## config.mk

```make
export PLATFORM = sky130hd
export DESIGN_NAME = ring_host_interface
export DESIGN_NICKNAME = d
export VERILOG_FILES = /design/src/rtl/ring_host_interface.sv
export SDC_FILE = /design/constraint.sdc
export NUM_CORES = 1
export LEC_CHECK = 0
export ABC_AREA = 1
export CAP_MARGIN = 0
export CORE_MARGIN = 2
export CORE_UTILIZATION = 30
export DETAILED_ROUTE_END_ITERATION = 6
export SYNTH_ARGS = -nofsm -noshare
export SYNTH_HDL_FRONTEND = slang
export SYNTH_SLANG_ARGS = --single-unit
export TNS_END_PERCENT = 50
```

## constraint.sdc

```tcl
create_clock -name clk -period 2.6 [get_ports clk]
set_input_delay 0.52 -clock clk [delete_from_list [all_inputs] [get_ports clk]]
set_output_delay 0.52 -clock clk [all_outputs]
set_load 0.02 [all_outputs]
```

## src/rtl/ring_host_interface.sv

```systemverilog
// Host-side network interface for one ring router: queues core messages, injects them
// into the ring (or loops self-addressed ones back), and buffers packets ejected to the core.
module ring_host_interface #(
  parameter int ROUTER_ID   = 0,
  parameter int PACKET_SIZE = 8,
  parameter int ROUTER_BITS = 2,
  parameter int FIFO_DEPTH  = 4,
  parameter int INJ_GAP     = 1
) (
  input  logic                               clk,
  input  logic                               rst,
  input  logic                               tx_valid,
  output logic                               tx_ready,
  input  logic [ROUTER_BITS-1:0]             tx_dest,
  input  logic [PACKET_SIZE-ROUTER_BITS-1:0] tx_payload,
  output logic [PACKET_SIZE-1:0]             inj_data,
  output logic                               inj_enable,
  input  logic                               net_busy,
  input  logic                               ej_valid,
  input  logic [PACKET_SIZE-1:0]             ej_data,
  output logic                               rx_valid,
  output logic [PACKET_SIZE-ROUTER_BITS-1:0] rx_data,
  input  logic                               rx_ready,
  output logic [7:0]                         inj_count,
  output logic [7:0]                         drop_count
);

  localparam int AW = $clog2(FIFO_DEPTH);
  localparam int GW = (INJ_GAP < 1) ? 1 : $clog2(INJ_GAP + 1);
  localparam logic [ROUTER_BITS-1:0] MY_ID    = ROUTER_BITS'(ROUTER_ID);
  localparam logic [GW-1:0]          GAP_LOAD = GW'(INJ_GAP);
  localparam logic [AW:0]            CNT_FULL = (AW + 1)'(FIFO_DEPTH);

  typedef enum logic [1:0] {
    IDLE   = 2'd0,
    INJECT = 2'd1,
    GAP    = 2'd2
  } state_t;

  logic [PACKET_SIZE-1:0] fifo_mem_r [FIFO_DEPTH];
  logic [AW-1:0]          wr_ptr_r;
  logic [AW-1:0]          rd_ptr_r;
  logic [AW:0]            fifo_cnt_r;
  logic                   push_s;
  logic                   pop_s;
  logic                   fifo_empty_s;
  logic [PACKET_SIZE-1:0] head_s;
  logic                   head_local_s;

  state_t                 state_r;
  state_t                 state_nxt_s;
  logic [GW-1:0]          gap_cnt_r;
  logic [GW-1:0]          gap_cnt_nxt_s;
  logic                   decide_s;
  logic                   inj_load_s;
  logic                   loop_load_s;
  logic                   slot_open_s;
  logic                   slot_drain_s;
  logic                   unused_ej_dest_s;

  assign tx_ready     = (fifo_cnt_r != CNT_FULL);
  assign push_s       = tx_valid && tx_ready;
  assign pop_s        = inj_load_s || loop_load_s;
  assign fifo_empty_s = (fifo_cnt_r == {(AW + 1){1'b0}});
  assign head_s       = fifo_mem_r[rd_ptr_r];
  assign head_local_s = (head_s[ROUTER_BITS-1:0] == MY_ID);
  assign slot_drain_s = rx_valid && rx_ready;
  assign slot_open_s  = !rx_valid || rx_ready;
  // Ejected packets are always addressed to this router, so their dest field carries no information.
  assign unused_ej_dest_s = ^ej_data[ROUTER_BITS-1:0];

  // Queue storage; entries are only read while the count says they are valid.
  always_ff @(posedge clk) begin
    if (push_s) begin
      fifo_mem_r[wr_ptr_r] <= {tx_payload, tx_dest};
    end
  end

  // Queue pointers and occupancy.
  always_ff @(posedge clk) begin
    if (rst) begin
      wr_ptr_r   <= {AW{1'b0}};
      rd_ptr_r   <= {AW{1'b0}};
      fifo_cnt_r <= {(AW + 1){1'b0}};
    end else begin
      if (push_s) wr_ptr_r <= wr_ptr_r + AW'(1);
      if (pop_s)  rd_ptr_r <= rd_ptr_r + AW'(1);
      case ({push_s, pop_s})
        2'b10:   fifo_cnt_r <= fifo_cnt_r + (AW + 1)'(1);
        2'b01:   fifo_cnt_r <= fifo_cnt_r - (AW + 1)'(1);
        default: fifo_cnt_r <= fifo_cnt_r;
      endcase
    end
  end

  // Injector next state: the head is considered in IDLE and also on the last cycle of the
  // gap (or the inject cycle when there is no gap), so injections land 1+INJ_GAP apart.
  always_comb begin
    state_nxt_s   = state_r;
    gap_cnt_nxt_s = gap_cnt_r;
    decide_s      = 1'b0;
    inj_load_s    = 1'b0;
    loop_load_s   = 1'b0;
    case (state_r)
      IDLE: decide_s = 1'b1;
      INJECT: begin
        if (INJ_GAP == 0) begin
          decide_s    = 1'b1;
          state_nxt_s = IDLE;
        end else begin
          state_nxt_s   = GAP;
          gap_cnt_nxt_s = GAP_LOAD;
        end
      end
      GAP: begin
        if (gap_cnt_r <= GW'(1)) begin
          decide_s    = 1'b1;
          state_nxt_s = IDLE;
        end else begin
          gap_cnt_nxt_s = gap_cnt_r - GW'(1);
        end
      end
      default: state_nxt_s = IDLE;
    endcase
    if (decide_s && !fifo_empty_s && head_local_s) begin
      loop_load_s = slot_open_s && !ej_valid;
    end else if (decide_s && !fifo_empty_s && !net_busy) begin
      inj_load_s  = 1'b1;
      state_nxt_s = INJECT;
    end else begin
      inj_load_s = 1'b0;
    end
  end

  // Injector state and registered injection outputs.
  always_ff @(posedge clk) begin
    if (rst) begin
      state_r    <= IDLE;
      gap_cnt_r  <= {GW{1'b0}};
      inj_enable <= 1'b0;
      inj_data   <= {PACKET_SIZE{1'b0}};
      inj_count  <= 8'd0;
    end else begin
      state_r    <= state_nxt_s;
      gap_cnt_r  <= gap_cnt_nxt_s;
      inj_enable <= inj_load_s;
      if (inj_load_s) inj_data <= head_s;
      if (state_r == INJECT) inj_count <= inj_count + 8'd1;
    end
  end

  // Eject slot: router delivery wins over loopback; a delivery into a stuck slot is dropped.
  always_ff @(posedge clk) begin
    if (rst) begin
      rx_valid   <= 1'b0;
      rx_data    <= {(PACKET_SIZE - ROUTER_BITS){1'b0}};
      drop_count <= 8'd0;
    end else if (ej_valid) begin
      if (slot_open_s) begin
        rx_valid <= 1'b1;
        rx_data  <= ej_data[PACKET_SIZE-1:ROUTER_BITS];
      end else if (drop_count != 8'hFF) begin
        drop_count <= drop_count + 8'd1;
      end else begin
        drop_count <= drop_count;
      end
    end else if (loop_load_s) begin
      rx_valid <= 1'b1;
      rx_data  <= head_s[PACKET_SIZE-1:ROUTER_BITS];
    end else if (slot_drain_s) begin
      rx_valid <= 1'b0;
    end else begin
      rx_valid <= rx_valid;
    end
  end

endmodule

```

==> results of run 1 <==
==> logic make-up (layout without fill, tap and decap cells) <==
kind of cell,count (synthesis),in the layout,share of synthesized area
flip-flops,75,75,0.569
XOR/XNOR,7,7,0.0191
AO/OA/AOI/OAI,55,55,0.0933
adder cells (fa/ha/maj),8,8,0.0336
AND/OR/NAND/NOR,167,167,0.222
buffers and inverters,44,116,0.0636
==> critical path: stages, from the launching register on <==
cell     delay, ns
dfxtp_1       0.51
inv_6         0.12
nand2_2       0.08
nand3_2       0.06
nand2_2       0.12
nand4_1       0.12
nand2_1       0.11
ha_1          0.14
inv_1         0.06
fa_1          0.38
a21oi_1       0.14
o21ai_0       0.11
o21ai_0       0.16
a21oi_1       0.05
==> state kept, by name, indices dropped and copies added (netlist names), 3 cells and up, named ones only <==
signal	count
fifo_cnt_r	3
inj_count	8
fifo_mem_r	32
inj_data	8
rx_data	6
drop_count	8
==> layer usage <==
metal  GRT usage  share of wire  up-vias
met5           0              0        -
met2       0.203           0.48       43
met3      0.0400          0.043       10
met4      0.0385          0.016        0
li1            -              -     1292
met1       0.155           0.46     1115
==> layout by cell type, fill, tap and decap left out, types with 7 or more instances in the layout <==
| cell type | count |
|---|---|
| inv_1 | 30 |
| clkdlybuf4s50_1 | 52 |
| dfxtp_1 | 43 |
| nor2_1 | 48 |
| clkbuf_8 | 10 |
| buf_4 | 13 |
| nand3_1 | 13 |
| a21oi_1 | 26 |
| edfxtp_1 | 32 |
| nand2_1 | 85 |
| o21ai_0 | 17 |
| ha_1 | 7 |
==> final timing paths <==
kind / startpoint / slack, ns / to
max: register / 0.33 / fifo_cnt_r[2]$_SDFFE_PP0P_
min: inj_data[5]$_SDFFE_PP0P_ / 0.48 / inj_data[5]$_SDFFE_PP0P_
max reg2reg: register / 0.33 / fifo_cnt_r[2]$_SDFFE_PP0P_
min reg2reg: inj_data[5]$_SDFFE_PP0P_ / 0.48 / inj_data[5]$_SDFFE_PP0P_
==> layout make-up <==
cell class | count | area, um2
Clock inverter | 4 | 25.0
Sequential cell | 75 | 1820
Fill cell | 1064 | 6270
Clock buffer | 12 | 146
Timing Repair Buffer | 65 | 618
Tap cell | 136 | 170
Inverter | 35 | 144
Multi-Input combinational cell | 237 | 1180
==> power by group <==
part | internal, mW | total (mW) | switching (mW)
registers | 1.42 | 1.53 | 0.111
logic | 0.467 | 1.15 | 0.681
clock network | 0.376 | 0.791 | 0.415
==> results.md, run 1 <==
* Seq/Total Area, Yosys at 0.569
* Final worst slack at between 0.3 and 0.4 ns
* Hold WS at approximately 0.48 ns
* Crit share post-route at 0.873
* Initial antenna violation count at 0
* Relative slew slack at 0.615
* Power per cell area at 846 nW/um2
* YS warnings at 0
* Routed Antenna Nets at 0
* Ys async rst share at 0
* PortBufs at 52
* Worst Tran Pin Value at a little under 0.6 ns
* Cts bufs inserted at 9
* Mapped Nets at ~390
* FF+latch count, synth at 75
* Power, Total at 3.47 mW
* Maxcap violations at 0
* WL/cell at 12.0 um
* Vias post-DR at 2460
* Max Freq at approximately 440 MHz
* Die Wd at 107 um
* Static Leak at ~1.6 nW
* Post-synth top area cell: edfxtp_1
* Vias in the first global route at 2319
* Final hold vios at 0
* Worst setup EP type: register
* Hold Path Class: reg -> reg
* Final Critical Period at about 2.3 ns
* Synth Instances at ~360
* List of most frequent post-synthesis cells: nand2_1 (85), nor2_1 (48), dfxtp_1 (43)
* Final Util at 0.396
* H-tree levels at 3
* Post-CTS Setup Bufs at 0
* VDD IR-drop max at around 360 uV
* Critical Path RT at approximately 2.8 ns
* R2r worst-path depth at 13
* DP Area at 3930 um2
* # DRC at 0
* Final setup vio count at 0
* Total grt overflow at 0
* Area Overhead vs Synth at 28.1%
* Rows at 37
* DP Wirelength at about 4800 um
* Hold path cells at 2
* EDFF count, synth at 32
* Hold buffer count at CTS at 0
* Final #Nets at between 400 and 500
* Post-cts resize count at 0
* Max Slew Vio Count at 0
* Syn avg cell area at between 9 and 10 um2
* Clock sinks at between 70 and 80
* Drt via density at 4.36
* Diodes inserted at 0
* Synthesized area at 3200 um2
* CP arrival at between 2 and 3 ns
* DR pass1 iterations at 4
* Chip Height at ~110 um
* Clock slew seen by the registers of the worst setup and hold paths at 0.08 ns
* Design area at between 4000 and 5000 um2
* Critical path class: reg -> reg
* RePlAce Congestion at 0.790
* Initial Util at 0.309
* Gr usage total at 0.124
* Largest net degree at the start of global routing at 24
* Drt total wl at ~6800 um
* Top_reg_cell synth: dfxtp_1
* Core Region at between 10000 and 15000 um2
* Most frequent cell after synthesis: nand2_1
* Final Instance Count excl. Fillers at between 500 and 600
* Worst Clk Skew at around 0.0088 ns
* Worst-skew pair later-pin latency at approximately 0.34 ns
* Netlist cell types at 34
* CP max FO at 16
* Layout cells sized above 1 at 0.107
* Top cells by area, synth: edfxtp_1 (30%), dfxtp_1 (27%), nand2_1 (10%)
* First-pass GRT wire length at between 10000 and 15000 um
* CP Launch Type: register
* Clock buffer depth at 2
* Post-synth top area share at 0.300
* TNS Setup at 0 ns
* Pre-CTS WS at -0.0245 ns
* Die Area at 11500 um2
* Outcome: completed
* I/O pins at between 50 and 60
* Iteration-0 DRC Markers at between 90 and 100
* Cells after DPL at ~550
* CTS Root Cell: clkbuf_8
* RSZ-0062 raised after global routing: no
* CTS tree: done
Note: power is estimated with default switching activity, not from simulation.
==> run 2: changes to the inputs <==
--- a/config.mk
+++ b/config.mk
@@ -10,7 +10,9 @@
 export CORE_MARGIN = 2
 export CORE_UTILIZATION = 30
 export DETAILED_ROUTE_END_ITERATION = 6
+export GPL_TIMING_DRIVEN = 0
+export HOLD_SLACK_MARGIN = 0.02
 export SYNTH_ARGS = -nofsm -noshare
 export SYNTH_HDL_FRONTEND = slang
 export SYNTH_SLANG_ARGS = --single-unit
-export TNS_END_PERCENT = 50
+export TNS_END_PERCENT = 30
==> results.md, run 2 (synthesized netlist as in run 1, its figures left out) <==
* Outcome: completed
* RR Endpoint: fifo_cnt_r[2]$_SDFFE_PP0P_
* I/O pins at 55 (unchanged)
* Iteration-0 DRC Markers at 85 (-13%)
* Hold path start: inj_data[4]$_SDFFE_PP0P_
* Hold buffer count at CTS at 0 (unchanged)
* RSZ-0062 raised after global routing: no
* R2r worst-path depth at 13 (unchanged)
* Hold WS at 0.467 ns (-0.0105 ns)
* Routed metal-1 wirelength at 3130 um (+0.97%)
* Initial Util at 0.309 (unchanged)
* # DRC at 0 (unchanged)
* Clock buffer depth at 2 (unchanged)
* Area of the multi-input gates at 1180 um2 (unchanged)
* Clock slew seen by the registers of the worst setup and hold paths at 0.09 ns (about the same)
* Drt via density at 4.36 (about the same)
* Maxcap violations at 0 (unchanged)
* CP Launch Type: input pin
* DP Wirelength at 5010 um (+4.3%)
* Gr usage total at 0.125 (+0.00148)
* Rows at 37 (unchanged)
* Routed wl met2 at 3360 um (+3.3%)
* Post-cts resize count at 0 (unchanged)
* RePlAce Congestion at 0.831 (+5.3%)
* WL/cell at 12.3 um (+2.7%)
* Worst setup EP type: register
* Vias in the first global route at 2274 (-1.9%)
* Worst Clk Skew at 0.0106 ns (+0.00184 ns)
* Drt total wl at 6880 um (+1.8%)
* H-tree levels at 3 (unchanged)
* CTS Root Cell: clkbuf_8
* Static Leak at 1.56 nW (-2.0%)
* Routed Antenna Nets at 0 (unchanged)
* Chip Height at 107 um (unchanged)
* CP max FO at 4 (-12)
* Worst Tran Pin Value at 0.852 ns (+0.275 ns)
* Die Area at 11500 um2 (unchanged)
* Crit path largest cell delay at 0.49 ns (-0.02 ns)
* Flop-to-flop setup slack at 0.37 ns (+0.04 ns)
* Clock sinks at 75 (unchanged)
* Largest net degree at the start of global routing at 15 (-38%)
* Hold path cells at 2 (unchanged)
* Final hold vios at 0 (unchanged)
* Met3 routed wirelength at 311 um (+6.5%)
* Critical path class: in -> reg
* CTS tree: done
* First-pass GRT wire length at 11100 um (+1.1%)
* DR pass1 iterations at 4 (unchanged)
* Relative slew slack at 0.430 (-0.185)
* Power per cell area at 870 nW/um2 (+2.8%)
* Worst-skew pair later-pin latency at 0.35 ns (about the same)
* Area Overhead vs Synth at 27.5%
* Crit share post-route at 0.897 (+0.0249)
* Critical Path RT at 2.84 ns (about the same)
* Top layer in use: met4
* Initial antenna violation count at 0 (unchanged)
* Diodes inserted at 0 (unchanged)
* Core Region at 10400 um2 (unchanged)
* Slowest stage cell on the critical path: clkdlybuf4s50_1
* Max reg flops at 32 (unchanged)
* Most common cell after layout, fill and taps aside: nand2_1
* Vias post-DR at 2438 (-0.89%)
* PortBufs at 51 (-1.9%)
* Cells along the critical path: clkdlybuf4s50_1 > nor2_1 > nor2_1 > nand4_1 > nand2_1 > ha_1 > inv_1 > fa_1 > a21oi_1 > o21ai_0 > o21ai_0 > a21oi_1
* Final setup vio count at 0 (unchanged)
* Most frequent cells in the layout: nand2_1 (85), clkdlybuf4s50_1 (51), nor2_1 (48), dfxtp_1 (43), edfxtp_1 (32)
* Layout cells sized above 1 at 0.0946 (-0.0129)
* Max Slew Vio Count at 0 (unchanged)
* Hold EP: inj_data[4]$_SDFFE_PP0P_
* Total grt overflow at 0 (unchanged)
* Final Util at 0.394 (-0.00193)
* Register area at 1820 um2 (unchanged)
* Final #Nets at 448 (-1.1%)
* FILL cells at 1072 (+0.75%)
* Die Wd at 107 um (unchanged)
* Cts bufs inserted at 9 (unchanged)
* CP arrival at 2.57 ns (+0.07 ns)
* Most flop-heavy register: fifo_mem_r
* Final Critical Period at 2.33 ns (+0.0646 ns)
* Post-CTS Setup Bufs at 0 (unchanged)
* VDD IR-drop max at 349 uV (-2.7%)
* Hold Path Class: reg -> reg
* Max Freq at 429 MHz (-2.8%)
[run 2: changes by cell type in the layout (fill, tap and decap cells not counted), sizes merged]
cell           delta
buf               -6
clkdlybuf4s50     -1
inv               +1
clkinv            -1
clkinvlp          +2
clkbuf            -1
bufinv            +1
[run 2: area by class of cell]
class	instances	share of cell area
clock inverters	7	0.0184
flip-flops and latches	75	0.446
multi-input cells	237	0.289
repair buffers	51	0.125
well taps	136	0.0417
plain buffers	9	0.0147
inverters	35	0.0352
clock buffers	9	0.0303
[run 2: metrics by stage]
stage | std cells | instance area (um2) | worst slack, ns | power (mW) | TNS [ns]
finish | 559 | 4080 | 0.267 | 3.55 | 0
global route | 559 | 4080 | 0.100 | 3.79 | 0
CTS | 559 | 4080 | 0.270 | 3.61 | 0
detailed placement | 543 | 3880 | -0.108 | 2.69 | -0.108
global placement | 543 | 3880 | -0.101 | 2.66 | -0.101
floorplan | 356 | 3200 | 0.460 | 2.28 | 0
[run 2: power breakdown]
part           internal, mW  leakage, nW  total, mW  switching, mW
Clock                 0.448       0.0939      0.900          0.452
Sequential             1.42        0.645       1.52         0.0972
Combinational         0.442        0.818       1.13          0.690
[run 2: routing by layer]
layer,vias to the layer above,global-route usage
met1,1102,0.151
li1,1289,-
met2,39,0.209
met3,8,0.0448
met5,-,0
met4,0,0.0385
[run 2: worst max-delay path by stage]
stage,start,to,slack (ns)
2_1_floorplan,ej_valid,fifo_cnt_r[2]$_SDFFE_PP0P_,0.46
3_3_place_gp,rx_ready,fifo_cnt_r[2]$_SDFFE_PP0P_,-0.10
3_5_place_dp,rx_ready,fifo_cnt_r[2]$_SDFFE_PP0P_,-0.11
4_1_cts,rx_ready,fifo_cnt_r[2]$_SDFFE_PP0P_,0.27
5_1_grt,rx_ready,fifo_cnt_r[2]$_SDFFE_PP0P_,0.10
6_report,rx_ready,fifo_cnt_r[2]$_SDFFE_PP0P_,0.27
[run 2: worst max-delay path: cells and delay by family]
| kind | cells | cell delay (ns) |
|---|---|---|
| buffers and inverters | 2 | 0.55 |
| adder cells (fa/ha/maj) | 2 | 0.54 |
| AND/OR/NAND/NOR | 4 | 0.51 |
| AO/OA/AOI/OAI | 4 | 0.45 |
==> run 3: changes to the inputs <==
--- a/config.mk
+++ b/config.mk
@@ -7,6 +7,7 @@
 export LEC_CHECK = 0
 export ABC_AREA = 1
 export CAP_MARGIN = 0
+export CORE_ASPECT_RATIO = 1.75
 export CORE_MARGIN = 2
 export CORE_UTILIZATION = 30
 export DETAILED_ROUTE_END_ITERATION = 6
==> results.md, run 3 (synthesized netlist as in run 1, its figures left out) <==
* Outcome: completed
* Chip Height at 141 um (+31%)
* M1 GR Usage at 0.130 (-0.0213)
* DP Area at 3870 um2 (-0.29%)
* Drt via density at 4.54 (+4.2%)
* I/O pins at 55 (unchanged)
* Layout cells sized above 1 at 0.0969 (+0.00236)
* Crit share post-route at 0.912 (+0.0145)
* CP arrival at 2.58 ns (about the same)
* H-tree levels at 3 (unchanged)
* Clock sinks at 75 (unchanged)
* Cts bufs inserted at 9 (unchanged)
* CP Launch Type: input pin
* Power per cell area at 962 nW/um2 (+11%)
* Critical path class: in -> reg
* VDD IR-drop max at 371 uV (+6.2%)
* Die Wd at 82.1 um (-23%)
* Diodes inserted at 0 (unchanged)
* Largest net degree at the start of global routing at 14 (-1)
* Max reg flops at 32 (unchanged)
* Most common cell after layout, fill and taps aside: nand2_1
* CTS Root Cell: clkbuf_16
* First-pass GRT wire length at 11500 um (+3.3%)
* Hold buffer count at CTS at 0 (unchanged)
* Initial antenna violation count at 0 (unchanged)
* RePlAce Congestion at 0.825 (-0.71%)
* DR pass1 iterations at 4 (unchanged)
* Part of the power in registers at 0.377 (-0.051)
* GR peak layer: met2
* Area Overhead vs Synth at 31.6%
* Internal power at 2.81 mW (+21%)
* Met2 Usage GRT at 0.240 (+0.0307)
* RSZ-0062 raised after global routing: no
* Post-CTS Setup Bufs at 0 (unchanged)
* Final #Nets at 448 (unchanged)
* Most flop-heavy register: fifo_mem_r
* Final hold vios at 0 (unchanged)
* Drt total wl at 6900 um (+0.29%)
* Logic pwr share at 0.279 (-0.040)
* Final setup vio count at 0 (unchanged)
* Iteration-0 DRC Markers at 107 (+26%)
* Worst Clk Skew at 0.00496 ns (-0.00568 ns)
* Rows at 49 (+32%)
* CTS tree: done
* # DRC at 0 (unchanged)
* Most frequent cells in the layout: nand2_1 (84), clkdlybuf4s50_1 (51), nor2_1 (48), dfxtp_1 (43), edfxtp_1 (32)
* WL/cell at 12.6 um (+1.9%)
* Met3 usage at 0.0314 (-0.0134)
* Vias post-DR at 2499 (+2.5%)
* Worst Tran Pin Value at 0.816 ns (-0.0351 ns)
* Static Leak at 1.63 nW (+4.4%)
* Total grt overflow at 0 (unchanged)
* PortBufs at 51 (unchanged)
* Max Slew Vio Count at 0 (unchanged)
* Clock slew seen by the registers of the worst setup and hold paths at 0.06 ns (-0.03 ns)
* Maxcap violations at 0 (unchanged)
* Worst setup EP type: register
* Post-cts resize count at 0 (unchanged)
* Die Area at 11600 um2 (+0.28%)
* TNS Setup at 0 ns (unchanged)
* CP max FO at 4 (unchanged)
* Gr usage total at 0.130 (+0.00518)
* Sw frac at 0.308 (-0.0409)
* Clock buffer depth at 2 (unchanged)
* Final Critical Period at 2.37 ns (+0.0377 ns)
* Hold Path Class: reg -> reg
* Initial Util at 0.309 (about the same)
* Clock share of power at 0.344 (+0.091)
* Relative slew slack at 0.454 (+0.0235)
* Routed Antenna Nets at 0 (unchanged)
* DP Wirelength at 5270 um (+5.3%)
* Vias in the first global route at 2463 (+8.3%)
* Core Region at 10400 um2 (about the same)
* Critical Path RT at 2.81 ns (-0.03 ns)
* Design area at 4220 um2 (+3.2%)
* Worst-skew pair later-pin latency at 0.33 ns (-0.02 ns)
* Max Freq at 422 MHz (-1.6%)
* NetSw at 1.25 mW (+0.79%)
==> run 3: changes by cell type in the layout (fill, tap and decap cells not counted), sizes merged <==
cell	before	now
bufinv	1	3
clkbuf	11	12
clkinv	3	2
clkinvlp	2	1
inv	36	35
==> run 3: power groups by stage <==
stage	Clock [mW]	Combinational [mW]	Sequential, mW
2_1_floorplan	0	0.645	1.63
6_report	1.40	1.13	1.53
3_3_place_gp	0	1.11	1.55
4_1_cts	1.43	1.14	1.53
5_1_grt	1.47	1.26	1.55
3_5_place_dp	0	1.14	1.55
==> run 3: final cells by class <==
cell class | count | area [um2]
Fill cell | 980 | 6140
Buffer | 9 | 60.1
Timing Repair Buffer | 51 | 510
Inverter | 35 | 144
Tap cell | 127 | 159
Clock buffer | 10 | 229
Sequential cell | 75 | 1820
Clock inverter | 6 | 111
Multi-Input combinational cell | 237 | 1180
==> run 3: worst paths after layout <==
check,from,endpoint,slack [ns],depth (start not counted)
setup / recovery,rx_ready,fifo_cnt_r[2]$_SDFFE_PP0P_,0.23,12
hold / removal,inj_data[1]$_SDFFE_PP0P_,inj_data[1]$_SDFFE_PP0P_,0.47,2
setup reg to reg,register,fifo_cnt_r[2]$_SDFFE_PP0P_,0.37,13
hold reg to reg,inj_data[1]$_SDFFE_PP0P_,inj_data[1]$_SDFFE_PP0P_,0.47,2
==> run 3: worst max-delay path: stages <==
cell,delay [ns]
clkdlybuf4s50_1,0.48
nor2_1,0.07
nor2_1,0.14
nand4_1,0.18
nand2_2,0.14
ha_1,0.15
inv_1,0.06
fa_1,0.37
a21oi_1,0.14
o21ai_0,0.11
o21ai_0,0.16
a21oi_1,0.06
==> run 3: metal layers <==
metal  vias to the layer above  share of wire  wire length, um
met5                         -              0                0
met4                         0          0.027              187
met3                        11          0.031              211
met2                        42           0.55             3820
met1                      1151           0.39             2680
li1                       1295              -                -
==> run 3: per-stage QoR <==
stage	cells	power, mW	setup slack, ns	utilization	hold slack (ns)
final	550	4.05	0.229	0.407	0.469
after global routing	550	4.28	0.00563	0.407	0.473
after CTS	550	4.10	0.190	0.407	0.467
after detailed placement	534	2.69	-0.134	0.374	0.458
after global placement	534	2.66	-0.108	0.374	0.456
after floorplan	356	2.28	0.460	-	0.459
